==> src/rtl/shixu_detector.sv <==
// Moore detector for the 2-bit symbol sequence 1,2,3,1 with overlap.
// ans is decoded from the state register only, so it changes only after clock edges.
module shixu_detector (
    input  logic       clk,
    input  logic       reset,
    input  logic [1:0] num,
    output logic       ans
);

    typedef enum logic [2:0] {
        S0   = 3'd0,
        S1   = 3'd1,
        S12  = 3'd2,
        S123 = 3'd3,
        HIT  = 3'd4
    } state_t;

    state_t state;
    state_t state_next;

    always_ff @(posedge clk) begin
        if (reset) begin
            state <= S0;
        end else begin
            state <= state_next;
        end
    end

    always_comb begin
        state_next = S0;
        unique case (state)
            S0: begin
                if (num == 2'd1) state_next = S1;
            end
            // The final 1 of a match also starts the next candidate, so HIT behaves as S1.
            S1, HIT: begin
                if (num == 2'd1)      state_next = S1;
                else if (num == 2'd2) state_next = S12;
            end
            S12: begin
                if (num == 2'd1)      state_next = S1;
                else if (num == 2'd3) state_next = S123;
            end
            S123: begin
                if (num == 2'd1) state_next = HIT;
            end
            default: state_next = S0;
        endcase
    end

    assign ans = (state == HIT);

endmodule

==> config.mk <==
export PLATFORM = sky130hd
export DESIGN_NAME = shixu_detector
export DESIGN_NICKNAME = d
export VERILOG_FILES = /design/src/rtl/shixu_detector.sv
export SDC_FILE = /design/constraint.sdc
export NUM_CORES = 1
export LEC_CHECK = 0
export CAP_MARGIN = 0
export CORE_AREA = 2 2 39 41
export DETAILED_ROUTE_END_ITERATION = 10
export DIE_AREA = 0 0 41 43
export DONT_BUFFER_PORTS = 1
export GPL_TIMING_DRIVEN = 0
export PLACE_DENSITY = 0.35
export SYNTH_ARGS = -nofsm -noshare
export SYNTH_HDL_FRONTEND = slang
export SYNTH_SLANG_ARGS = --single-unit
==> constraint.sdc <==
create_clock -name clk -period 1.9 [get_ports clk]
set_input_delay 0.285 -clock clk [delete_from_list [all_inputs] [get_ports clk]]
set_output_delay 0.285 -clock clk [all_outputs]
set_load 0.05 [all_outputs]
==> impl_metrics.yaml <==
outcome:
  status: "completed"
cells_and_area:
  syn_to_final_growth_pct: 31.06
  n_antenna_cell: 0
  largest_register_ffs: 3
  nFillCells: 159
  drive_gt1_share_pct: 31.58
  regMostFlops: "state"
  final_util_pct: 15.64
  top_regs: "state x3"
  fin_nets: 24
  final-instance-count-excl-fill: 35
clock_network:
  clk_pin_slew_worst_paths_ns: 0.04
  postCtsHoldBufs: 0
  cts_made_buffers: 3
  cts_tree: "yes"
  cts.repair.resized: 0
  clock_path_buffers: 2
  clk_latency_ns: 0.23
  clock_sinks: 3
  htreeDepth: 1
  cts_root_buf: "clkbuf_4"
  cts_setup_buffers: 0
placed_design:
  dp_slack_ns: 0.4761
  globalplace.congestion: 0.5650
  place_inst: 31
  port_buffers: 0
sta:
  slew_headroom_pct: 43.64
  worstMarginPinSlew_ns: 0.8417
  fin_crit_ns: 1.670
  finalSetupViolCount: 0
  fin_hold_ws_ns: 0.1289
  tns_ns: 0
  final-max-slew-violation-count: 0
  fin_crit_sh_pct: 87.88
  skew_ns: 0.0008515
  finalHoldViolCount: 0
  rsz0062_at_grt: "false"
  max_freq_mhz: 598.9
  fin_ws_ns: 0.2302
critical_path:
  cp_max_fo: 6
  crit_required_ns: 1.62
  cp-end-kind: "output pin"
  cp_data_arrival_time_ns: 1.38
  crit_buf_inv: 0
  slowest_delay_ns: 0.74
  startpoint_type: "register"
  crit_family: "simple AND/OR/NAND/NOR gates"
  slowest_stage: "nor3b_2"
  cp_cell_sequence: "nor3b_2"
  setup.worst_path.class: "reg -> out"
global_routing:
  grt_pass1_vias: 123
  grt_max_degree: 7
  globalRouteTotalUtil_pct: 5.216
  grt_pass1_wl_um: 552
  antenna_found_initial: 0
  grt_overflow: 0
drt:
  drt_wl_total_um: 370
  drt-pass1-iter-count: 2
  wl_per_cell_um: 10.57
  drtIter0Drc: 4
  vias: 139
  viasPerCell: 3.971
  drc: 0
  postRouteAntennaNets: 0
pwr:
  internal-power_uw: 151.2
  combPwrFrac_pct: 5.1
  power.leakage_uw: 0.00006652
  ir_drop_v: 0.0002332
  pwr-share-clk_pct: 58.5
  pwr-share-seq_pct: 36.4
  switching_share_pct: 19.63
  switching_power_uw: 36.92
  pwr_density_cell_mw_per_mm2: 869.1
yosys:
  ys.warnings.count: 0
  seq_area_frac_synth_pct: 36.36
  syn_area_per_cell_um2: 11.01
  synth_cell_types: 10
  synthCells: 15
  synth_nets: 19
  ys_seq_elements: 3
  syn_area_um2: 165.2
floorplanning:
  initial_core_util_pct: 11.93
  dieArea_mm2: 0.001763
  fp.dieH_um: 43
  core-area_mm2: 0.001384
  num_rows: 14
  die_x_um: 41
  io_pins: 5
run:
  drv_cap: 0
hold_path:
  hold_path.class: "in -> reg"
metrics by stage:
step                power [uW]  area [um^2]
floorplan                77.21        165.2
global placement         78.66        185.2
detailed placement       79.17        190.2
CTS                      194.1        216.5
global route             202.4        216.5
finish                   188.1        216.5
kinds of logic (layout without fill, tap and decap cells):
group	after synthesis	after routing	share of synthesized area, %
compound gates	2	2	7.575
flops	3	3	36.37
simple gates	8	8	43.94
xor+xnor	1	1	5.304
buf+inv	0	4	0
mux	1	1	6.818
routing by layer:
layer  track usage [%]  vias to the layer above  wire length (um)
li1                  -                       69                 -
met1             6.731                       62               180
met2             4.063                        6               132
met3             4.712                        2                40
met4             6.000                        0                17
met5                 0                        -                 0
layout by cell type (no fill, tap or decap):
cell type,count
clkbuf_4,3
dfxtp_1,3
or4b_1,2
o22ai_1,2
nor3b_2,1
mux2_2,1
or3b_2,1
nand2b_1,1
or4bb_1,1
xnor2_1,1
nand4bb_1,1
nor3b_1,1
clkbuf_1,1
power groups by stage:
| stage | sequential [uW] | combinational (uW) | clock (uW) |
|---|---|---|---|
| final | 68.5 | 9.51 | 110 |
| after global routing | 69.1 | 10.1 | 123 |
| after CTS | 68.6 | 9.55 | 116 |
| after detailed placement | 69.6 | 9.56 | 0 |
| after global placement | 69.3 | 9.37 | 0 |
| after floorplan | 68.4 | 8.80 | 0 |
synth_stat cells, drive strengths merged:
library cell	count	area share, %
dfxtp	3	36
mux2	1	6.8
nand2b	1	3.8
nand4bb	1	6.8
nor3b	2	9.1
o22ai	2	7.6
or3b	1	5.3
or4b	2	12
or4bb	1	6.8
xnor2	1	5.3
area by class of cell:
| class | count | area [um^2] | share of cell area (%) |
|---|---|---|---|
| multi-input combinational | 12 | 110.1 | 50.87 |
| sequential | 3 | 60.06 | 27.75 |
| tap | 16 | 20.02 | 9.249 |
| clock buffer | 4 | 26.28 | 12.14 |
worst paths after layout:
path	start	endpoint	slack [ns]	cells after the start
setup / recovery	state[2]$_SDFF_PP0_	ans	0.23	1
hold reg to reg	state[0]$_SDFF_PP0_	state[2]$_SDFF_PP0_	0.54	1
setup reg to reg	state[1]$_SDFF_PP0_	state[1]$_SDFF_PP0_	0.75	2
hold / removal	num[1]	state[2]$_SDFF_PP0_	0.13	1
No activity file was read; power rests on OpenSTA's default activity.
